File: config.mk
export PLATFORM = sky130hd
export DESIGN_NAME = arcade_core_sequencer
export DESIGN_NICKNAME = d
export VERILOG_FILES = /design/src/rtl/arcade_seq_pkg.sv /design/src/rtl/arcade_frac_ce.sv /design/src/rtl/arcade_core_sequencer.sv
export SDC_FILE = /design/constraint.sdc
export NUM_CORES = 1
export LEC_CHECK = 0
export ABC_AREA = 1
export CAP_MARGIN = 20
export CORE_ASPECT_RATIO = 1.75
export CORE_MARGIN = 3
export CORE_UTILIZATION = 50
export DETAILED_ROUTE_END_ITERATION = 10
export PLACE_DENSITY = 0.71
export SYNTH_ARGS = -nofsm -noshare
export SYNTH_HDL_FRONTEND = slang
export SYNTH_SLANG_ARGS = --single-unit
File: constraint.sdc
create_clock -name clk_sys -period 1.8 [get_ports clk_sys]
set_clock_uncertainty 0.15 [all_clocks]
set_input_delay 0.18 -clock clk_sys [delete_from_list [all_inputs] [get_ports clk_sys]]
set_output_delay 0.18 -clock clk_sys [all_outputs]
set_load 0.01 [all_outputs]
File: src/rtl/arcade_seq_pkg.sv
// Shared types and default constants for the arcade core sequencer.
// Imported by the sequencer top and by the benches.
package arcade_seq_pkg;

  typedef enum logic [1:0] {
    LOCK_WAIT,
    HOLD,
    RUN
  } seq_state_t;

  localparam int HOLD_CYCLES_DEF = 256;
  localparam int AUD_NUM_DEF     = 1;
  localparam int AUD_DEN_DEF     = 14;

endpackage

File: src/rtl/arcade_frac_ce.sv
// Phase-accumulator clock enable: average rate clk_sys*NUM/DEN.
// Requires 0 < NUM < DEN and DEN + NUM < 2**W.
module arcade_frac_ce #(
  parameter int NUM = 1,
  parameter int DEN = 14,
  parameter int W   = 8
) (
  input  logic clk_sys,
  input  logic res_n,
  output logic ce
);

  logic [W-1:0] acc_q;
  logic [W-1:0] acc_d;
  logic [W-1:0] sum;
  logic         ce_q;
  logic         ce_d;

  always_comb begin
    sum   = acc_q + W'(NUM);
    acc_d = sum;
    ce_d  = 1'b0;
    if (sum >= W'(DEN)) begin
      acc_d = sum - W'(DEN);
      ce_d  = 1'b1;
    end
  end

  always_ff @(posedge clk_sys or negedge res_n) begin
    if (!res_n) begin
      acc_q <= '0;
      ce_q  <= 1'b0;
    end else begin
      acc_q <= acc_d;
      ce_q  <= ce_d;
    end
  end

  assign ce = ce_q;

endmodule

File: src/rtl/arcade_core_sequencer.sv
// Pixel/audio clock-enable generation and PLL-lock/reset sequencing
// for an arcade game core.
module arcade_core_sequencer
  import arcade_seq_pkg::*;
#(
  parameter int HOLD_CYCLES = HOLD_CYCLES_DEF,
  parameter int AUD_NUM     = AUD_NUM_DEF,
  parameter int AUD_DEN     = AUD_DEN_DEF,
  parameter int ACC_W       = 8
) (
  input  logic clk_sys,
  input  logic res_n,
  input  logic pll_locked,
  input  logic rst_req,
  output logic ce_12,
  output logic ce_6p,
  output logic ce_6n,
  output logic ce_aud,
  output logic core_reset,
  output logic core_run
);

  // hcnt must hold HOLD_CYCLES itself (reload value)
  localparam int HW = $clog2(HOLD_CYCLES + 1);

  logic [1:0]    div_q;
  logic [1:0]    div_d;
  logic          ce_12_q, ce_12_d;
  logic          ce_6p_q, ce_6p_d;
  logic          ce_6n_q, ce_6n_d;
  logic          lock_m_q;
  logic          lock_s_q;
  seq_state_t    state_q, state_d;
  logic [HW-1:0] hcnt_q, hcnt_d;
  logic          core_reset_q, core_reset_d;
  logic          core_run_q, core_run_d;

  always_comb begin
    div_d   = div_q + 2'd1;
    ce_12_d = div_q[0];
    ce_6p_d = (div_q == 2'd1);
    ce_6n_d = (div_q == 2'd3);
  end

  always_comb begin
    state_d = state_q;
    hcnt_d  = hcnt_q;
    unique case (state_q)
      LOCK_WAIT: begin
        if (lock_s_q) begin
          state_d = HOLD;
          hcnt_d  = HW'(HOLD_CYCLES - 1);
        end
      end
      HOLD: begin
        if (!lock_s_q) begin
          state_d = LOCK_WAIT;
        end else if (rst_req) begin
          hcnt_d = HW'(HOLD_CYCLES);
        end else if (hcnt_q == '0) begin
          state_d = RUN;
        end else begin
          hcnt_d = hcnt_q - 1'b1;
        end
      end
      RUN: begin
        if (!lock_s_q) begin
          state_d = LOCK_WAIT;
        end else if (rst_req) begin
          state_d = HOLD;
          hcnt_d  = HW'(HOLD_CYCLES);
        end
      end
      default: state_d = LOCK_WAIT;
    endcase
    core_reset_d = (state_d != RUN);
    core_run_d   = (state_d == RUN);
  end

  always_ff @(posedge clk_sys or negedge res_n) begin
    if (!res_n) begin
      div_q        <= '0;
      ce_12_q      <= 1'b0;
      ce_6p_q      <= 1'b0;
      ce_6n_q      <= 1'b0;
      lock_m_q     <= 1'b0;
      lock_s_q     <= 1'b0;
      state_q      <= LOCK_WAIT;
      hcnt_q       <= '0;
      core_reset_q <= 1'b1;
      core_run_q   <= 1'b0;
    end else begin
      div_q        <= div_d;
      ce_12_q      <= ce_12_d;
      ce_6p_q      <= ce_6p_d;
      ce_6n_q      <= ce_6n_d;
      lock_m_q     <= pll_locked;
      lock_s_q     <= lock_m_q;
      state_q      <= state_d;
      hcnt_q       <= hcnt_d;
      core_reset_q <= core_reset_d;
      core_run_q   <= core_run_d;
    end
  end

  arcade_frac_ce #(
    .NUM (AUD_NUM),
    .DEN (AUD_DEN),
    .W   (ACC_W)
  ) u_aud_ce (
    .clk_sys (clk_sys),
    .res_n   (res_n),
    .ce      (ce_aud)
  );

  assign ce_12      = ce_12_q;
  assign ce_6p      = ce_6p_q;
  assign ce_6n      = ce_6n_q;
  assign core_reset = core_reset_q;
  assign core_run   = core_run_q;

endmodule

==> summary.md, run 1 <==
| Metric | Value |
|---|---|
| Worst reg2reg endpoint | `u_aud_ce.acc_q[3]` |
| I/O pins | `10` |
| Post-DR wirelength/cell | `10.8 um` |
| Placed Cells | `about 280` |
| Worst Setup Path Type | `flop to flop` |
| DIE WIDTH | `between 50 and 60 um` |
| Hold crit path type | `input pin to async pin` |
| Critical Path Sink | `u_aud_ce.acc_q[3]` |
| RePlAce Congestion | `approximately 0.79` |
| Fin cells | `approximately 290` |
| Synthesized area per cell | `between 7 and 8 um2` |
| Setup_tns | `0 ns` |
| Vias in the first global route | `approximately 1,400` |
| Core area | `around 3200 um2` |
| Net count after synthesis | `about 240` |
| CTS clk-pin slew, worst paths | `0.06 ns` |
| Vias per cell | `~4.9` |
| CTS Sinks | `29` |
| Initial antenna violation count | `0` |
| Max VDD drop | `between 0.6 and 0.7 mV` |
| Clk root buf | `clkbuf_8` |
| Setup Fix Bufs, Post-CTS | `0` |
| Starting density of the core | `0.531` |
| ANT nets after route | `0` |
| Max Slew Vio Count | `0` |
| # Max-Cap Violations | `0` |
| Final HPWL from detailed placement | `between 2000 and 2500 um` |
| Skew-Pair Late Insertion Delay | `roughly 0.27 ns` |
| Vias | `between 1,000 and 1,500` |
| Die Height | `83.2 um` |
| Share of cells above drive strength 1 | `0.187` |
| Gr ovfl total | `0` |
| Critical Path RT | `between 1.5 and 2 ns` |
| Share of the synthesized area in the top cell type | `0.411` |
| CTS buffer count | `5` |
| Gate Count Post-Synth | `~220` |
| Ys Warns | `0` |
| CP most frequent cell | `nand2_1` |
| CP Launch Type | `flop` |
| I/O Buffers | `9` |
| GRT Util Overall | `0.171` |
| Final net count | `between 200 and 300` |
| Worst r2r path cells | `11` |
| WHS | `about 0.13 ns` |
| Worst-margin pin slew | `0.353 ns` |
| First-pass GRT wire length | `5570 um` |
| Dpl cell area | `1880 um2` |
| CTS tree | `yes` |
| Slowest stage delay, CP | `0.45 ns` |
| First-pass DRT Iterations | `4` |
| Largest net degree at the start of global routing | `30` |
| Crit path max-delay cell type | `dfrtp_2` |
| Post-Syn Area | `roughly 1700 um2` |
| Power Dens Cells | `~960 nW/um2` |
| Post-synth ARST share | `1.00` |
| Most frequent cell after synthesis | `nand2_1` |
| Final hold violation count | `0` |
| Antenna Cells | `0` |
| DRT iter0 DRCs | `23` |
| Critical Path End Type | `flop` |
| Total Routed Length | `3130 um` |
| Post-synth EDFFs | `0` |
| Total Power | `roughly 2.0 mW` |
| Cell Chain, Critical Path | `ha_4, nand2_1, inv_1, nor2_2, buf_4, nand2_1, nor2_2, nor2_4, nand2_4, nand2_1, nand2_1` |
| Total DRC errors in the routed layout | `0` |
| Critical-path maximum fanout | `5` |
| Synth cell types | `20` |
| #FFs+latches synth | `29` |
| Reg2reg start | `u_aud_ce.acc_q[1]` |
| Synth top area cells | `dfrtp_1 41%, nand2_1 11%, inv_1 8.4%` |
| Setup violators final | `0` |
| Hold_buf cts | `0` |
| Filler Cells Inserted | `between 200 and 300` |
| Leakage | `approximately 1.1 nW` |
| Status | `finished, final reports clean` |
| Post-synth top area cell | `dfrtp_1` |
| H-Tree Depth | `2` |
| Worst EP arrival | `approximately 1.8 ns` |
| Row cnt | `27` |
| Crit path launch | `u_aud_ce.acc_q[1]` |
| Crit path time final | `around 1.7 ns` |
| R2r setup slk | `approximately 0.082 ns` |
| Post-synthesis sequential area ratio | `0.427` |
| Maximum operating frequency | `approximately 580 MHz` |
| Finished Cell Area | `just over 2000 um2` |
| CTS Buffer Depth | `2` |
| Top FF cell, synth | `dfrtp_1` |
| Rel. slew slack | `0.765` |
| Fin crit share | `0.954` |
| Area Growth Syn to Fin | `19.8%` |
| Synth cell count leaders | `50 x nand2_1, 38 x inv_1, 28 x dfrtp_1, 28 x nor2_1, 20 x nand3_1` |
| Die ar. | `~4200 um2` |
-- critical path: cells and delay by family (launching register included) --
family	cells	cell delay, ns
buffers and inverters	2	0.21
flip-flops	1	0.45
adder cells (fa/ha/maj)	1	0.18
AND/OR/NAND/NOR	8	0.66
-- repair_timing --
item | CTS | global route
setup endpoints to repair | 0 | 18
gates resized for setup | 0 | 21
hold endpoints to repair | 0 | 0
-- registers in the layout, indices dropped and copies added, names as in the netlist --
name,cells
core_reset,1
state_q,2
core_run,1
ce_6p,1
ce_12,1
div_q,2
lock_s_q,1
u_aud_ce.acc_q,8
u_aud_ce.ce,1
lock_m_q,1
hcnt_q,9
ce_6n,1
-- report_power, final --
| group | internal, mW | switching, mW | leakage, nW |
|---|---|---|---|
| logic | 0.222 | 0.362 | 0.701 |
| registers | 0.757 | 0.0881 | 0.352 |
| clock network | 0.311 | 0.227 | 0.0455 |
| total | 1.29 | 0.677 | 1.10 |
-- cell families after synthesis --
logic type | after synthesis | synth area share
XOR/XNOR | 3 | 0.0154
adder cells (fa/ha/maj) | 10 | 0.0735
AO/OA/AOI/OAI | 24 | 0.0705
AND/OR/NAND/NOR | 118 | 0.325
buffers and inverters | 40 | 0.0882
flip-flops | 29 | 0.427
-- worst min path at each step --
stage	slack [ns]	cells past startpoint	to	startpoint
2_1_floorplan	-0.27	0	ce_12	res_n
3_3_place_gp	0.19	0	lock_s_q	lock_m_q
3_5_place_dp	0.19	0	lock_s_q	lock_m_q
4_1_cts	0.14	2	hcnt_q[1]	res_n
5_1_grt	0.17	2	hcnt_q[6]	res_n
6_report	0.13	2	hcnt_q[6]	res_n
-- placed cells by master (no fill, tap or decap), drive strengths merged, types with 5 or more instances in the layout --
cell type,instances
a21oi,14
buf,5
clkbuf,8
clkdlybuf4s50,9
dfrtp,28
ha,10
inv,40
nand2,55
nand3,23
nor2,36
o21ai,10
-- layout make-up --
type                       instances  area, um2  share of cell area
clock buffer                       8       90.1              0.0442
tap                               43       53.8              0.0264
sequential                        29        729               0.358
multi-input combinational        155        886               0.434
timing repair buffer              14        128              0.0626
inverter                          40        153              0.0748
-- metal layers --
layer,GRT usage,routed length [um],share of wire,vias up
met4,0.0756,66,0.021,0
met3,0.0341,71,0.023,8
li1,-,-,-,740
met5,0,0,0,-
met1,0.171,1230,0.39,647
met2,0.323,1760,0.56,14
-- per-stage QoR --
step / setup WS (ns) / utilization
after floorplan: 0.114 / -
after global placement: 0.0586 / 0.587
after detailed placement: 0.0224 / 0.587
after CTS: 0.00388 / 0.615
after global routing: -0.0214 / 0.635
final: 0.0820 / 0.635
Power figures use the tool's default switching activity.
==> run 2: changes to the inputs <==
CORE_ASPECT_RATIO = default   (was 1.75)
==> run 2 against run 1 <==
- global-route usage up 0.26 points
- fmax down 1.1%
- critical endpoint unchanged
- total power down 9.5%
- core utilization rose by 2.5 points
- sequential share of layout area shrank 0.81 points
- combinational power fell by 1%
- first-iteration DRC count increased by 130%
- critical path type unchanged
- sequential cell count stayed put
==> summary.md, run 2 (synthesis results as in run 1) <==
| Metric | Value |
|---|---|
| Final net count | `around 270` |
| I/O pins | `10` |
| Vias per cell | `between 4 and 5` |
| First-pass DRT Iterations | `4` |
| H-Tree Depth | `2` |
| Slowest stage delay, CP | `around 0.44 ns` |
| # Max-Cap Violations | `0` |
| Placed Cells | `~280` |
| Sequential power share | `0.471` |
| Worst Setup Path Type | `flop to flop` |
| Max reg flops | `9` |
| Status | `finished, final reports clean` |
| Total DRC errors in the routed layout | `0` |
| Crit path max-delay cell type | `dfrtp_2` |
| Critical Path End Type | `flop` |
| Clock share of power | `0.205` |
| Top reg by flops | `hcnt_q` |
| Commonest non-fill, non-tap cell in the layout | `nand2_1` |
| Share of cells above drive strength 1 | `0.236` |
| Maximum operating frequency | `between 500 and 600 MHz` |
| CTS buffer count | `5` |
| CP most frequent cell | `nand2_1` |
| Antenna Cells | `0` |
| Die Height | `between 60 and 70 um` |
| Fin cells | `about 300` |
| Max VDD drop | `approximately 0.64 mV` |
| Vias | `roughly 1,400` |
| Final hold violation count | `0` |
| Finished Cell Area | `2080 um2` |
| GRT Util Overall | `0.174` |
| Skew-Pair Late Insertion Delay | `roughly 0.32 ns` |
| Top Registers | `hcnt_q (9), u_aud_ce.acc_q (8)` |
| Switching part of the total power | `0.366` |
| Gr ovfl total | `0` |
| Cell family with most CP delay | `simple AND/OR/NAND/NOR gates` |
| Total Routed Length | `3300 um` |
| Critical Path RT | `around 1.9 ns` |
| Setup violators final | `0` |
| Worst-margin pin slew | `0.356 ns` |
| RSZ-0062 raised after global routing | `yes` |
| CTS Sinks | `29` |
| CTS clk-pin slew, worst paths | `0.09 ns` |
| Area Growth Syn to Fin | `22.3%` |
| CTS tree | `yes` |
| Leakage | `between 1 and 1.5 nW` |
| Row cnt | `20` |
| Die ar. | `between 4000 and 5000 um2` |
| Power Dens Cells | `854 nW/um2` |
| NetSw | `approximately 650 uW` |
| DRT iter0 DRCs | `53` |
| Crit path time final | `between 1.5 and 2 ns` |
| CTS Buffer Depth | `2` |
| CP Launch Type | `flop` |
| Vias in the first global route | `~1,300` |
| Post-DR wirelength/cell | `approximately 11 um` |
| Rel. slew slack | `0.763` |
| RePlAce Congestion | `a little over 0.8` |
| Dpl ws | `~0.0093 ns` |
| Dpl cell area | `1890 um2` |
| Core area | `roughly 3200 um2` |
| Clk root buf | `clkbuf_4` |
| CP bufs+invs | `2` |
| Comb pwr share | `0.324` |
| Starting density of the core | `0.540` |
| I/O Buffers | `9` |
| Internal | `between 1 and 1.5 mW` |
| Cell Chain, Critical Path | `buf_4, buf_4, nand3_4, nand2_1, nand2_2, nand2_1, nor2_2, nor2_4, nand3_1, nand2_1` |
| Worst EP arrival | `approximately 1.8 ns` |
| Filler Cells Inserted | `approximately 280` |
| Initial antenna violation count | `0` |
| DIE WIDTH | `between 60 and 70 um` |
| ANT nets after route | `0` |
| Fin crit share | `0.965` |
| First-pass GRT wire length | `5510 um` |
| Worst setup margin | `around 0.063 ns` |
| Hold_buf cts | `0` |
| Most frequent cells in the layout | `46 x nand2_1, 35 x inv_1, 27 x dfrtp_1, 23 x nor2_1, 18 x nand3_1` |
| Max Slew Vio Count | `0` |
| Critical-path maximum fanout | `6` |
| Hold crit path type | `input pin to async pin` |
| Largest net degree at the start of global routing | `30` |
| Final HPWL from detailed placement | `2300 um` |
run 2: per-stage QoR:
step	utilization	power (mW)	hold WS, ns	setup TNS, ns
final	0.661	1.78	0.0818	0
after floorplan	-	1.24	-0.266	0
after CTS	0.619	1.77	0.0922	0
after detailed placement	0.600	1.39	0.190	0
after global placement	0.600	1.39	0.184	0
after global routing	0.661	1.95	0.108	-0.103
run 2: final timing paths:
path	from	to	slack [ns]	cells past startpoint
min in group clk_sys	pll_locked	lock_m_q	0.14	1
worst min-delay path	res_n	hcnt_q[5]	0.08	2
worst max register to register	u_aud_ce.acc_q[0]	u_aud_ce.acc_q[3]	0.06	10
max in group asynchronous	res_n	core_reset	1.10	2
worst max-delay path	u_aud_ce.acc_q[0]	u_aud_ce.acc_q[3]	0.06	10
worst min register to register	lock_m_q	lock_s_q	0.21	0
run 2: area by class of cell:
| cell class | count | area, um2 | area share |
|---|---|---|---|
| Clock inverter | 2 | 10.0 | 0.00480 |
| Inverter | 40 | 153 | 0.0733 |
| Sequential cell | 29 | 728 | 0.350 |
| Multi-Input combinational cell | 155 | 908 | 0.436 |
| Clock buffer | 6 | 41.3 | 0.0198 |
| Tap cell | 44 | 55.1 | 0.0264 |
| Timing Repair Buffer | 22 | 188 | 0.0901 |
run 2: worst reg2reg max path, cell delays in order, from the launching register on:
cell     delay [ns]
dfrtp_2        0.44
buf_4          0.14
buf_4          0.14
nand3_4        0.09
nand2_1        0.07
nand2_2        0.13
nand2_1        0.09
nor2_2         0.13
nor2_4         0.07
nand3_1        0.09
nand2_1        0.08
run 2: timing repair:
action | CTS | global route
hold endpoints to repair | 0 | 0
cloned | 0 | 0
buffers inserted | 1 | 6
resized for setup | 0 | 28
setup endpoints to repair | 1 | 19
pin swaps | 0 | 11
run 2: routing by layer:
metal,vias up,part of all wire,track usage
met5,-,0,0
met4,0,0.017,0.0792
met3,8,0.042,0.0475
met2,25,0.48,0.264
met1,624,0.46,0.231
li1,762,-,-
run 2: power by group through the flow:
| stage | Sequential (mW) | Combinational [mW] | Clock [mW] |
|---|---|---|---|
| detailed placement | 0.850 | 0.543 | 0 |
| floorplan | 0.831 | 0.408 | 0 |
| global placement | 0.853 | 0.537 | 0 |
| finish | 0.838 | 0.577 | 0.364 |
| CTS | 0.836 | 0.547 | 0.382 |
| global route | 0.854 | 0.682 | 0.410 |
